`src/rtl/nbcac_seq_encoder.sv`:
```
// Sequential NBCAC (Fibonacci-numeral) crosstalk-avoidance encoder, STEP wire decisions per cycle.
// Optional input range check enabled by defining NBCAC_RANGE_CHECK_EN.
module nbcac_seq_encoder #(
   parameter int DATA_W = 11,
   parameter int WIRES  = 16,
   parameter int STEP   = 1
) (
   input  logic              clk,
   input  logic              rst_n,
   input  logic              in_valid,
   output logic              in_ready,
   input  logic [DATA_W-1:0] in_data,
   output logic              out_valid,
   input  logic              out_ready,
   output logic [WIRES-1:0]  out_code,
   output logic              out_err
);

   // Weight s_k built top-down: s_WIRES = s_(WIRES-1) = 2, then Fibonacci-like growth.
   function automatic int weight(input int k);
      int s_a;
      int s_b;
      int s_c;
      if (k == 1) return 1;
      if (k >= WIRES - 1) return 2;
      s_a = 2;
      s_b = 2;
      for (int i = WIRES - 2; i >= k; i--) begin
         s_c = s_a + s_b;
         s_b = s_a;
         s_a = s_c;
      end
      return s_a;
   endfunction

   function automatic int vmax_calc();
      int acc;
      acc = 0;
      for (int k = 1; k <= WIRES; k++) acc += weight(k);
      return acc;
   endfunction

   localparam int V_MAX = vmax_calc();
   localparam int VB    = $clog2(V_MAX + 1);
   localparam int R_W   = (DATA_W > VB) ? DATA_W : VB;
   localparam int KW    = $clog2(WIRES + STEP + 1);
   localparam int IW    = $clog2(WIRES);
   localparam int TW    = $clog2(WIRES * R_W);

   function automatic logic [WIRES*R_W-1:0] build_tab();
      logic [WIRES*R_W-1:0] tab;
      tab = '0;
      for (int k = 1; k <= WIRES; k++) tab[(k-1)*R_W +: R_W] = R_W'(weight(k));
      return tab;
   endfunction

   localparam logic [WIRES*R_W-1:0] S_TAB = build_tab();

   typedef enum logic [1:0] {IDLE, RUN, DONE} state_t;

   state_t           state_q;
   state_t           state_nxt;
   logic [R_W-1:0]   r_q;
   logic [R_W-1:0]   r_nxt;
   logic [R_W-1:0]   r_w;
   logic [R_W-1:0]   s_lo;
   logic [R_W-1:0]   s_hi;
   logic [R_W-1:0]   in_ext;
   logic [KW-1:0]    k_q;
   logic [KW-1:0]    k_nxt;
   logic [WIRES-1:0] d_q;
   logic [WIRES-1:0] d_nxt;
   logic [WIRES-1:0] code_q;
   logic [WIRES-1:0] code_load;
   logic             dk;
   logic             done_entry;

   assign in_ext     = R_W'(in_data);
   assign out_code   = code_q;
   assign done_entry = (state_q == RUN) && (state_nxt == DONE);

   always_ff @(posedge clk or negedge rst_n) begin
      if (!rst_n) state_q <= IDLE;
      else        state_q <= state_nxt;
   end

   always_comb begin
      state_nxt = state_q;
      r_nxt     = r_q;
      k_nxt     = k_q;
      d_nxt     = d_q;
      r_w       = r_q;
      s_lo      = '0;
      s_hi      = '0;
      dk        = 1'b0;
      in_ready  = 1'b0;
      out_valid = 1'b0;
      unique case (state_q)
         IDLE: begin
            in_ready = 1'b1;
            if (in_valid) begin
               d_nxt     = '0;
               d_nxt[0]  = in_data[0];
               r_nxt     = in_ext - R_W'(in_data[0]);
               k_nxt     = KW'(2);
               state_nxt = RUN;
            end
         end
         RUN: begin
            // Decisions in the window chain through d_nxt so a hold sees this cycle's earlier result.
            for (int p = 2; p < WIRES; p++) begin
               if ((p >= int'(k_q)) && (p < int'(k_q) + STEP)) begin
                  s_lo = S_TAB[TW'((p-1)*R_W) +: R_W];
                  s_hi = S_TAB[TW'(p*R_W) +: R_W];
                  if ({1'b0, r_w} >= ({1'b0, s_lo} + {1'b0, s_hi})) dk = 1'b1;
                  else if (r_w < s_lo)                               dk = 1'b0;
                  else                                               dk = d_nxt[IW'(p-2)];
                  d_nxt[IW'(p-1)] = dk;
                  if (dk) r_w = r_w - s_lo;
               end
            end
            if (int'(k_q) + STEP > WIRES) begin
               d_nxt[WIRES-1] = (r_w != '0);
               state_nxt      = DONE;
            end
            r_nxt = r_w;
            k_nxt = k_q + KW'(STEP);
         end
         DONE: begin
            out_valid = 1'b1;
            if (out_ready) state_nxt = IDLE;
         end
         default: state_nxt = IDLE;
      endcase
   end

`ifdef NBCAC_RANGE_CHECK_EN
   logic err_pend_q;
   logic err_q;

   always_ff @(posedge clk or negedge rst_n) begin
      if (!rst_n) begin
         err_pend_q <= 1'b0;
         err_q      <= 1'b0;
      end else begin
         if ((state_q == IDLE) && in_valid) err_pend_q <= (in_ext > R_W'(V_MAX));
         if (done_entry)                    err_q      <= err_pend_q;
      end
   end

   assign code_load = err_pend_q ? '0 : d_nxt;
   assign out_err   = err_q;
`else
   assign code_load = d_nxt;
   assign out_err   = 1'b0;
`endif

   // Only the completed codeword reaches the output register.
   always_ff @(posedge clk or negedge rst_n) begin
      if (!rst_n) begin
         r_q    <= '0;
         k_q    <= '0;
         d_q    <= '0;
         code_q <= '0;
      end else begin
         r_q <= r_nxt;
         k_q <= k_nxt;
         d_q <= d_nxt;
         if (done_entry) code_q <= code_load;
      end
   end

endmodule

```
`config.mk`:
```
export PLATFORM = sky130hd
export DESIGN_NAME = nbcac_seq_encoder
export DESIGN_NICKNAME = d
export VERILOG_FILES = /design/src/rtl/nbcac_seq_encoder.sv
export SDC_FILE = /design/constraint.sdc
export NUM_CORES = 1
export LEC_CHECK = 0
export CAP_MARGIN = 10
export CORE_MARGIN = 4
export CORE_UTILIZATION = 55
export CTS_CLUSTER_DIAMETER = 30
export CTS_CLUSTER_SIZE = 40
export DETAILED_ROUTE_END_ITERATION = 8
export GPL_TIMING_DRIVEN = 0
export HOLD_SLACK_MARGIN = 0.02
export PLACE_DENSITY = 0.84
export SETUP_SLACK_MARGIN = 0.3
export SLEW_MARGIN = 40
export SYNTH_ARGS = -nofsm -noshare
export SYNTH_HDL_FRONTEND = slang
export SYNTH_SLANG_ARGS = --single-unit
export TNS_END_PERCENT = 1
```
`constraint.sdc`:
```
create_clock -name clk -period 15.05 [get_ports clk]
set_input_delay 3.7625 -clock clk [delete_from_list [all_inputs] [get_ports clk]]
set_output_delay 3.7625 -clock clk [all_outputs]
set_load 0.01 [all_outputs]
```
### After elaboration in Yosys (flattened, before gate mapping)

Cells that the tools add are included.

| storage, ports and cells | value |
|---|---|
| register bits | 51 |
| bits of input ports | 15 |
| word-level logic and storage cells | 169 |

| operators by class | value |
|---|---|
| add/subtract/negate cells | 13 |
| $lt $le $gt $ge | 40 |
| equal/unequal tests | 4 |
| mux-type cells | 92 |
| reductions and logical operators | 15 |

Operator list:

| cell | count |
|---|---|
| 12-bit two-way mux | 31 |
| 4-bit by 32-bit < comparator with 1-bit output, first input constant | 4 |
| 5-bit by 32-bit < comparator with 1-bit output, first input constant | 4 |
| 3-bit by 32-bit < comparator with 1-bit output, first input constant | 2 |
| 1-bit two-way mux | 50 |
| 12-bit by 11-bit >= comparator with 1-bit output, second input constant | 2 |
| 12-bit by 7-bit >= comparator with 1-bit output, second input constant | 2 |
| 12-bit by 9-bit >= comparator with 1-bit output, second input constant | 2 |
| 12-bit by 5-bit < comparator with 1-bit output, second input constant | 2 |
| 12-bit by 7-bit < comparator with 1-bit output, second input constant | 2 |
| 12-bit by 9-bit < comparator with 1-bit output, second input constant | 2 |
| 12-bit case mux with 2 select lines | 1 |
| 12-bit by 5-bit subtractor with 12-bit output, second input constant | 2 |
| 12-bit by 7-bit subtractor with 12-bit output, second input constant | 2 |
| 12-bit by 9-bit subtractor with 12-bit output, second input constant | 2 |
| 3-bit by 5-bit >= comparator with 1-bit output, first input constant | 4 |
| 4-bit by 5-bit >= comparator with 1-bit output, first input constant | 4 |
| 16-bit two-way mux | 1 |
| 7-bit case mux with 2 select lines | 1 |
| 12-bit by 10-bit >= comparator with 1-bit output, second input constant | 1 |
| 12-bit by 6-bit >= comparator with 1-bit output, second input constant | 1 |
| 12-bit by 8-bit >= comparator with 1-bit output, second input constant | 1 |
| 12-bit by 10-bit < comparator with 1-bit output, second input constant | 1 |
| 12-bit by 11-bit < comparator with 1-bit output, second input constant | 1 |
| other kinds (25) | 39 |

### Depth between registers and ports, before layout

Gate-level depths: netlist of run 1.

| depth | value |
|---|---|
| word-level depth | 82 |
| mapped depth | 63 |
| depth with buffers taken out | 58 |

### Worst setup path after synthesis of run 1

Ideal clock, no wire load.

| path | value |
|---|---|
| kind | register to register |
| start point | reg r_q[2] |
| end point | reg code_q[15], in the netlist out_code[15] |
| library setup time | 0.126 ns |
| arrival time | 11.953 ns |
| path slack | 2.970 ns |
| stages on the path, launching flop included | 54 |
| buffers on the path | 5 |
| clock period less this slack | 12.080 ns |
| cell sequence | dfrtp_1 > clkbuf_1 > inv_1 > ha_1 > nor3b_4 > o21a_4 > nand3_2 > and2_1 > or4_1 > a32o_2 > a221oi_1 > o22ai_2 > or4_4 > a31o_1 > buf_6 > xnor2_2 > inv_2 > ha_1 > [... 18 more ...] > nand2_1 > mux2i_1 > o21ai_1 > a21oi_2 > a21oi_2 > mux2_1 > a2111o_1 > o31ai_1 > buf_2 > a21oi_1 > ha_1 > nor4b_1 > nor4b_2 > and2_1 > a31oi_1 > nand4b_1 > nor4_2 > a2bb2oi_1 |

| on the way | value |
|---|---|
| longest elaborated chain between the ends | 78 |
| elaborated cells on any way between the ends | 102 |
| those cells by class | 10 x add/sub; 17 x order compare; 74 x mux; 1 x reduce/logical |

Ends and longest elaborated chain:

| what | RTL line | text |
|---|---|---|
| start: declaration | 63 | `logic [R_W-1:0] r_q;` |
| start signal: assignment | 166 | `r_q <= r_nxt;` |
| 12-bit by 11-bit < comparator with 1-bit output | 116 | `else if (r_w < s_lo) dk = 1'b0;` |
| 1-bit two-way mux | 116 |  |
| 1-bit two-way mux | 115 | `if ({1'b0, r_w} >= ({1'b0, s_lo} + {1'b0, s_hi})) dk = 1'b1;` |
| 1-bit two-way mux | 112 | `if ((p >= int'(k_q)) && (p < int'(k_q) + STEP)) begin` |
| 1-bit two-way mux | 98 | `unique case (state_q)` |
| 12-bit two-way mux | 119 | `if (dk) r_w = r_w - s_lo;` |
| 12-bit two-way mux | 112 |  |
| 12-bit two-way mux | 98 |  |
| [... 62 more ...] | -- |  |
| 12-bit two-way mux * | 98 |  |
| 12-bit by 5-bit subtractor with 12-bit output | 119 |  |
| 12-bit two-way mux | 119 |  |
| 12-bit two-way mux * | 112 |  |
| 12-bit two-way mux * | 98 |  |
| 12-bit nonzero test * | 123 | `d_nxt[WIRES-1] = (r_w != '0);` |
| 1-bit two-way mux * | 122 | `if (int'(k_q) + STEP > WIRES) begin` |
| 1-bit case mux with 2 select lines * | 98 |  |
| end signal: assignment | 169 | `if (done_entry) code_q <= code_load;` |
| end: declaration | 73 | `logic [WIRES-1:0] code_q;` |

Every way passes the cells marked *; elsewhere a longest branch is shown, timed or not. The select of a mux whose other input is x is not followed.
A chain may end at the register's enable or synchronous reset.

### Worst setup path in the final report of run 1

Ends and elaborated chain as after synthesis.

==> metrics.json, run 1 <==
{
  "period_share_pct": 92.8,
  "routed_wirelength_um": 22200,
  "tns_ns": 0,
  "clock_sinks": 49,
  "finalHoldViolCount": 0,
  "clock-root-buffer": "clkbuf_16",
  "cts_htree_levels": 2,
  "die-area_um2": 15300,
  "wire_per_inst_um": 18.8,
  "tritoncts_clock_tree": "yes",
  "wp_data_arrival_ns": 14.14,
  "yosysTopAreaCellShare_pct": 16.6,
  "gpl.final_weighted_congestion": 0.962,
  "route.detailed.drc": 0,
  "clock_latency_of_the_later_clocked_register_in_the_worst_skew_pair_ns": 0.29,
  "worst_hold_class": "flip-flop to flip-flop",
  "combined_flip_flop_and_latch_cell_area_um2": 1230,
  "core-area_um2": 13200,
  "pin_count": 34,
  "nets": 1036,
  "vias_per_cell": 6.76,
  "cell_with_the_most_instances_after_synthesis": "nand2_1",
  "detail_route.first_pass.iterations": 5,
  "layout-area-overhead-vs-synth_pct": 11.7,
  "ant_nets": 0,
  "critPathMostFrequentCell": "ha_1",
  "syn-mean-instance-area_um2": 7.73,
  "drt_first_iter_violations": 1008,
  "final_slew_viol_count": 0,
  "slowest_delay_ns": 0.58,
  "worst_setup_path_start_kind": "flip-flop",
  "die_height_um": 124,
  "numPortBuffers": 32,
  "number_of_flops_mapped_to_enable_cells_by_yosys": 0,
  "setup_viol": 0,
  "rsz0062_at_grt": "no",
  "all_layer_gr_usage_pct": 28.6,
  "die_width_um": 124,
  "critical_path.endpoint_type": "flip-flop",
  "share_of_post_route_cells_with_drive_strength_above_1_pct": 14.9,
  "grt_max_degree": 32,
  "crit_required_ns": 15.23,
  "detailedPlacementHpwl_um": 17300,
  "std_cell_rows": 42,
  "syn_area_um2": 7380,
  "maxClockFrequency_mhz": 71.6,
  "fillCellCount": 1140,
  "clkSlewWorstSetupHoldPaths_ns": 0.07,
  "max_cap_viol_count": 0,
  "synth_fp_nets": 986,
  "synthFlopType": "dfrtp_1",
  "share_of_the_yosys_chip_area_belonging_to_registers_pct": 16.6,
  "area_occupied_by_multi_input_gates_um2": 5950,
  "worstPathMaxFanout": 10,
  "timing.final.crit_period_ns": 13.96,
  "worst-slew-pin-transition_ns": 0.852,
  "grt-ovfl-total": 0,
  "run_status": "finished, final reports clean",
  "max-clock-path-buffers": 2,
  "synth.yosys.warnings": 0,
  "grt_pass1_vias": 7293,
  "crit_slowest_cell": "or4_1",
  "path_class": "flip-flop to flip-flop",
  "synth.ff_latch_count": 49,
  "leading_post_synthesis_cells_by_instance_count": "110 x nand2_1, 80 x nor2_1, 58 x o21ai_0",
  "slew_headroom_pct": 43.2,
  "first_pass_grt_wire_length_um": 35700,
  "routed-via-count": 7982,
  "cts_made_buffers": 5,
  "asyncSetResetFlopFracSynth_pct": 100,
  "synthCells": 954,
  "effective_utilization_at_floorplan_pct": 55.9,
  "worst_clock_skew_ns": 0.00498,
  "yosysUniqueCellTypes": 125,
  "synth.largest_area_cell": "dfrtp_1",
  "synth_area_leaders": "dfrtp_1 17%, nand2_1 5.6%, xnor2_1 4.7%, nor2_1 4.1%, o21ai_0 3.9%",
  "antenna_found_initial": 0,
  "antenna_cells": 0
}
==> logic make-up after synthesis <==
logic type               count (synthesis)  share of synthesized area, %
AND/OR/NAND/NOR                        411                          29.2
XOR/XNOR                                61                          7.55
AO/OA/AOI/OAI                          309                          33.4
multiplexers                            42                          6.27
adder cells (fa/ha/maj)                 19                          3.15
flip-flops                              49                          16.6
other                                    1                        0.0508
buffers and inverters                   62                          3.76
==> flip-flops by register name (all words and copies together), names as in the netlist <==
name,flops
r_q,11
d_q,15
state_q,2
k_q,5
out_code,16
==> cell usage in the layout, fill, tap and decap left out, types with 21 or more instances in the layout <==
master           Yosys  final
o21ai_0             58     57
nor3_1              39     39
nand2_1            110    110
inv_1               21     21
mux2_2              22     22
clkdlybuf4s50_1      0     31
a21oi_1             47     46
nor2_1              80     79
dfrtp_1             49     49
xnor2_1             40     39
nand3_1             34     34
==> metal layers <==
| metal | share of wire, % | vias to the layer above | track usage, % |
|---|---|---|---|
| met5 | 0 | - | 0 |
| met3 | 8.6 | 71 | 3.04 |
| met1 | 43 | 3743 | 40.4 |
| met2 | 45 | 449 | 46.0 |
| met4 | 3.4 | 0 | 9.20 |
| li1 | - | 3719 | - |
==> worst max-delay path, delay by kind of cell (launching register included) <==
kind / cells / cell delay [ns]
flops: 1 / 0.39
simple gates: 13 / 3.70
xor+xnor: 1 / 0.32
buf+inv: 8 / 1.48
mux: 5 / 1.35
compound gates: 21 / 5.31
fa+ha+maj: 5 / 1.26
==> through the flow <==
| step | util, % | area [um^2] | worst slack (ns) | cells | hold WS (ns) |
|---|---|---|---|---|---|
| 5_1_grt | 62.5 | 8240 | 0.296 | 1181 | 0.526 |
| 2_1_floorplan | - | 7380 | 2.97 | 954 | 0.469 |
| 6_report | 62.5 | 8240 | 1.09 | 1181 | 0.512 |
| 4_1_cts | 61.3 | 8090 | 0.371 | 1171 | 0.516 |
| 3_5_place_dp | 60.2 | 7940 | 0.460 | 1163 | 0.496 |
| 3_3_place_gp | 60.0 | 7920 | 0.669 | 1162 | 0.490 |
==> worst paths after layout <==
path / start / end / slack [ns] / cells after the start
hold reg to reg: out_code[2] / out_code[2] / 0.51 / 1
setup / recovery: r_q[2] / out_code[15] / 1.09 / 53
setup reg to reg: r_q[2] / out_code[15] / 1.09 / 53
max in group asynchronous: rst_n / k_q[4] / 11.27 / 2
min in group asynchronous: rst_n / d_q[12] / 3.33 / 1
hold / removal: out_code[2] / out_code[2] / 0.51 / 1
==> repair_timing <==
action | in CTS | in global routing
hold buffers | 0 | 0
endpoints found under the setup margin | 0 | 12
buffers inserted | 0 | 10
resized for setup | 0 | 12
==> final cells by class <==
cell class	instances	share of cell area [%]
Multi-Input combinational cell	843	72.2
Inverter	24	1.09
Clock inverter	3	0.349
Tap cell	176	2.67
Sequential cell	49	14.9
Buffer	38	2.28
Timing Repair Buffer	43	5.01
Clock buffer	5	1.52
Power of run 1 is left out: the tool's default activity adds up to more than one toggle a clock period on the data nets, which glitch-free logic cannot reach.
==> inputs of run 2 (changes only) <==
Settings changed: SLEW_MARGIN 40 to not set.
==> metrics.json, run 2 (synthesis gave the netlist of run 1 again) <==
{
  "run_status": "finished, final reports clean",
  "tns": {"value": 0, "unit": "ns", "change": "unchanged"},
  "final_cells": {"value": 1177, "change": "-0.34%"},
  "slew_headroom": {"value": 39.5, "unit": "%", "change": "-3.6 points"},
  "worst-slew-pin-transition": {"value": 0.897, "unit": "ns", "change": "+0.0450 ns"},
  "effective_utilization_at_floorplan": {"value": 55.9, "unit": "%", "change": "unchanged"},
  "wire_per_inst": {"value": 19.0, "unit": "um", "change": "+0.88%"},
  "pin_count": {"value": 34, "change": "unchanged"},
  "die_height": {"value": 124, "unit": "um", "change": "unchanged"},
  "number_of_instances_in_the_placed_design": {"value": 1163, "change": "unchanged"},
  "routed_wirelength": {"value": 22400, "unit": "um", "change": "+0.54%"},
  "nets": {"value": 1032, "change": "-0.39%"},
  "detail_route.first_pass.iterations": {"value": 5, "change": "unchanged"},
  "wp_data_arrival": {"value": 14.29, "unit": "ns", "change": "+0.15 ns"},
  "critical_path.endpoint_type": "flip-flop",
  "cts_htree_levels": {"value": 2, "change": "unchanged"},
  "vias_per_cell": {"value": 6.83, "change": "+1.1%"},
  "postLayoutCoreUtil": {"value": 62.3, "unit": "%", "change": "-0.15 points"},
  "core-area": {"value": 13200, "unit": "um^2", "change": "unchanged"},
  "grt-ovfl-total": {"value": 0, "change": "unchanged"},
  "clock_sinks": {"value": 49, "change": "unchanged"},
  "path_class": "flip-flop to flip-flop",
  "antenna_found_initial": {"value": 0, "change": "unchanged"},
  "std_cell_rows": {"value": 42, "change": "unchanged"},
  "numPortBuffers": {"value": 32, "change": "unchanged"},
  "first_pass_grt_wire_length": {"value": 36100, "unit": "um", "change": "+0.95%"},
  "slowest_delay": {"value": 0.58, "unit": "ns", "change": "about the same"},
  "die_width": {"value": 124, "unit": "um", "change": "unchanged"},
  "grt_pass1_vias": {"value": 7315, "change": "+0.30%"},
  "cp_top_family": "compound AO/OA/AOI/OAI gates",
  "ant_nets": {"value": 0, "change": "unchanged"},
  "crit_required": {"value": 15.23, "unit": "ns", "change": "about the same"},
  "worstPathMaxFanout": {"value": 10, "change": "unchanged"},
  "max_cap_viol_count": {"value": 0, "change": "unchanged"},
  "worst_hold_class": "flip-flop to flip-flop",
  "clock-root-buffer": "clkbuf_16",
  "crit_slowest_cell": "or4_1",
  "tritoncts_clock_tree": "yes",
  "antenna_cells": {"value": 0, "change": "unchanged"},
  "most-common-layout-cells": "110 x nand2_1, 79 x nor2_1, 58 x o21ai_0",
  "setup_viol": {"value": 0, "change": "unchanged"},
  "max-clock-path-buffers": {"value": 2, "change": "unchanged"},
  "clock_latency_of_the_later_clocked_register_in_the_worst_skew_pair": {"value": 0.30, "unit": "ns", "change": "about the same"},
  "worst_setup_path_start_kind": "flip-flop",
  "detailedPlacementHpwl": {"value": 17200, "unit": "um", "change": "-0.24%"},
  "gpl.final_weighted_congestion": {"value": 0.962, "change": "unchanged"},
  "die-area": {"value": 15300, "unit": "um^2", "change": "unchanged"},
  "cp_num_buf_inv": {"value": 7, "change": "-1"},
  "layout_commonest_cell": "nand2_1",
  "drt_first_iter_violations": {"value": 945, "change": "-6.3%"},
  "grt_max_degree": {"value": 32, "change": "unchanged"},
  "clkSlewWorstSetupHoldPaths": {"value": 0.08, "unit": "ns", "change": "about the same"},
  "finalHoldViolCount": {"value": 0, "change": "unchanged"},
  "worst_clock_skew": {"value": 0.0113, "unit": "ns", "change": "+0.00631 ns"},
  "route.detailed.drc": {"value": 0, "change": "unchanged"},
  "share_of_post_route_cells_with_drive_strength_above_1": {"value": 14.6, "unit": "%", "change": "-0.34 points"},
  "final_slew_viol_count": {"value": 0, "change": "unchanged"},
  "cts_made_buffers": {"value": 5, "change": "unchanged"},
  "timing.final.crit_period": {"value": 14.11, "unit": "ns", "change": "+0.150 ns"},
  "rsz0062_at_grt": "no",
  "largest_reg_flops": {"value": 16, "change": "unchanged"},
  "maxClockFrequency": {"value": 70.9, "unit": "MHz", "change": "-1.1%"},
  "period_share": {"value": 93.8, "unit": "%", "change": "+1.0 points"},
  "routed-via-count": {"value": 8040, "change": "+0.73%"},
  "all_layer_gr_usage": {"value": 28.7, "unit": "%", "change": "+0.070 points"},
  "layout-area-overhead-vs-synth_pct": 11.4
}
[run 2: changes by cell type in the layout (fill, tap and decap cells not counted)]
| cell | delta |
|---|---|
| buf_2 | +1 |
| buf_4 | -5 |
| o21ai_0 | +1 |
| o21ai_2 | -1 |
| o31ai_1 | -1 |
| o31ai_2 | +1 |
| xnor2_2 | -1 |
| xnor2_4 | +1 |
[run 2: path summary, 6_finish.rpt]
kind | start | endpoint | slack, ns | cells after the start
max in group asynchronous | rst_n | k_q[4] | 11.12 | 2
setup reg to reg | r_q[2] | out_code[15] | 0.94 | 55
setup / recovery | r_q[2] | out_code[15] | 0.94 | 55
min in group asynchronous | rst_n | d_q[12] | 3.39 | 1
hold reg to reg | out_code[2] | out_code[2] | 0.51 | 1
hold / removal | out_code[2] | out_code[2] | 0.51 | 1
[run 2: layout make-up]
type	count	area, um^2
inverters	24	90.1
flip-flops and latches	49	1230
clock buffers	5	125
well taps	176	220
fillers	1167	4970
clock inverters	3	28.8
multi-input cells	843	5960
plain buffers	38	188
repair buffers	39	380
[run 2: what timing repair did]
action	CTS	global route
setup endpoints to repair	0	12
hold buffers	0	0
resized for setup	0	14
setup buffers	0	6
[run 2: layer usage]
| metal | GRT usage (%) | vias up | share of wire, % | wire (um) |
|---|---|---|---|---|
| met5 | 0 | - | 0 | 0 |
| li1 | - | 3717 | - | - |
| met2 | 46.3 | 458 | 46 | 10400 |
| met1 | 40.8 | 3806 | 43 | 9690 |
| met3 | 2.86 | 59 | 7.5 | 1690 |
| met4 | 8.37 | 0 | 2.8 | 623 |
[run 2: metrics by stage]
stage / worst slack, ns / area, um^2 / hold WS [ns]
finish: 0.937 / 8220 / 0.512
global route: 0.241 / 8220 / 0.527
CTS: 0.323 / 8090 / 0.517
detailed placement: 0.430 / 7930 / 0.497
global placement: 0.669 / 7920 / 0.490
floorplan: 2.97 / 7380 / 0.469
Power of run 2 is left out for the same reason.
==> inputs of run 3 (changes only) <==
Settings changed: SLEW_MARGIN set to 5.
==> results of run 3 <==
Same layout as run 2: the final DEF is identical, and so are final timing and power.
Power of run 3 is left out for the same reason.
==> patch (config.mk and constraints of run 2) <==
Build with the macro `NBCAC_RANGE_CHECK_EN` defined.
--- a/src/rtl/nbcac_seq_encoder.sv
+++ b/src/rtl/nbcac_seq_encoder.sv
@@ -1,5 +1,7 @@
 // Sequential NBCAC (Fibonacci-numeral) crosstalk-avoidance encoder, STEP wire decisions per cycle.
 // Optional input range check enabled by defining NBCAC_RANGE_CHECK_EN.
+`define NBCAC_RANGE_CHECK_EN
+
 module nbcac_seq_encoder #(
    parameter int DATA_W = 11,
    parameter int WIRES  = 16,
Formal check against the unedited RTL: same outputs for any inputs over 4 cycles, from zero or initial values and one cycle with rst_n low; that may be too few to reach the edited logic, so the function may still have changed.
==> patch against run 2 <==
- wire length decreased by 4.3%
- area after synthesis decreased by 4.5%
- sequential cell count unchanged
- critical path depth increased by 8
- global-route usage decreased by 0.96 points
- final area decreased by 0.73%
- setup slack got worse by 60 ps
- cell count decreased by 1.4%
- critical endpoint is now r_q[1]
- largest cell class unchanged
- highest routed layer unchanged
Power is left out: the tool's default activity adds up to more than one toggle a clock period on the data nets, which glitch-free logic cannot reach.
==> patch: results (changes against run 2) <==
Status
  – Status: finished clean (unchanged)

Logic synthesis
  – Adder-Cell Fraction of Synth Area: 0.0302 (was 0.0315)
  – Area contributors post-synth: dfrtp_1, nand2_1, xnor2_1, o21ai_0, nor2_1 (was dfrtp_1, nand2_1, xnor2_1, nor2_1, o21ai_0)
  – Mapped Nets: 960 (was 986)
  – Syn Area/Cell: 7.60 sq um (was 7.73 sq um)
  – Post-synthesis xor/xnor area fraction: 0.0698 (was 0.0755)
  – Synth top cells by count: nand2_1, nor2_1, o21ai_0 (unchanged)
  – Sequential fraction of the synthesis area: 0.174 (was 0.166)
  – Post-synthesis cell type count: 108 (was 125)
  – Synth Area in Compound Gates: 0.343 (was 0.334)
  – Mux contribution to synthesized area: 0.0605 (was 0.0627)

Global route
  – Met2 usage: 0.447 (was 0.463)
  – First-pass GRT wire length: 34.2 mm (was 36.1 mm)
  – Vias in the first global route: 6963 (was 7315)
  – Met1 usage: 0.383 (was 0.408)
  – Initial antenna violation count: 0 (unchanged)
  – All-layer global routing usage: 0.278 (was 0.287)
  – M3 GR Usage: 0.0392 (was 0.0286)
  – Largest net degree at the start of global routing: 38 (was 32)

Hold path
  – Min-delay worst type: register to register (unchanged)

Drt
  – Final Routed Wirelength: 21.4 mm (was 22.4 mm)
  – Iteration-0 DRC Markers: 712 (was 945)
  – M1 wire length: 9.27 mm (was 9.69 mm)
  – Vias: 7732 (was 8040)
  – Met3 routed wirelength: 1.50 mm (was 1.69 mm)
  – Routed wl met2: 9.98 mm (was 10.4 mm)

Critical path
  – CP max FO: 10 (unchanged)
  – Critical-path top delay cell: or4_4 (was or4_1)
  – Worst Path Arrival: 14380 ps (was 14290 ps)
  – Worst reg-to-reg path cell count: 63 (was 55)

Placed design
  – I/O Buffers: 32 (unchanged)
  – Hpwl dp: 15.9 mm (was 17.2 mm)
  – DP Area: 7600 sq um (was 7930 sq um)
  – Placed cell count: 1133 (was 1163)
  – Pre-CTS setup slack: -783 ps (was 430 ps)
  – Routability cong.: 0.962 (about the same)

Layout
  – Layout net count: 1020 (was 1032)
  – Layout cells sized above 1: 0.151 (was 0.146)
  – Finished Layout Cells: 1161 (was 1177)
  – Antenna Cells: 0 (unchanged)
  – # fillers: 1050 (was 1167)
  – Max reg flops: 16 (unchanged)

Timing
  – Hold_ws: 484 ps (was 512 ps)
  – Clock Skew: 7.80 ps (was 11.3 ps)
  – Worst Max-Slew Pin Slew: 869 ps (was 897 ps)
  – Tcrit/Tclk final: 0.942 (was 0.938)

Clock network
  – Worst-Skew Late Latency: 290 ps
  – H-tree Lvls: 2 (unchanged)
  – CTS buffer count: 5 (unchanged)
[patch: changes by cell type after synthesis, sizes merged, moves of 6 or more]
cell    change
nand2      -15
a21o       +12
a211oi     +11
nor2       -10
xor2        -8
nand3       -6
nor3        -6
[patch: cell type report]
type	count	area, sq um	share of cell area
plain buffers	45	244	0.0299
clock buffers	5	125	0.0153
clock inverters	3	47.5	0.00583
inverters	27	101	0.0124
multi-input cells	807	5720	0.700
flip-flops and latches	49	1230	0.150
well taps	172	215	0.0264
repair buffers	53	485	0.0595
[patch: what timing repair did]
item	in CTS	in global routing
endpoints found under the setup margin	12	12
pin swaps	0	10
setup buffers	1	19
gates cloned	0	0
resized for setup	18	32
[patch: worst paths after layout]
check	start	to
max reg2reg	k_q[0]	r_q[1]
min	d_q[13]	d_q[13]
max in group asynchronous	rst_n	k_q[0]
min in group asynchronous	rst_n	out_code[13]
min reg2reg	d_q[13]	d_q[13]
max	k_q[0]	r_q[1]
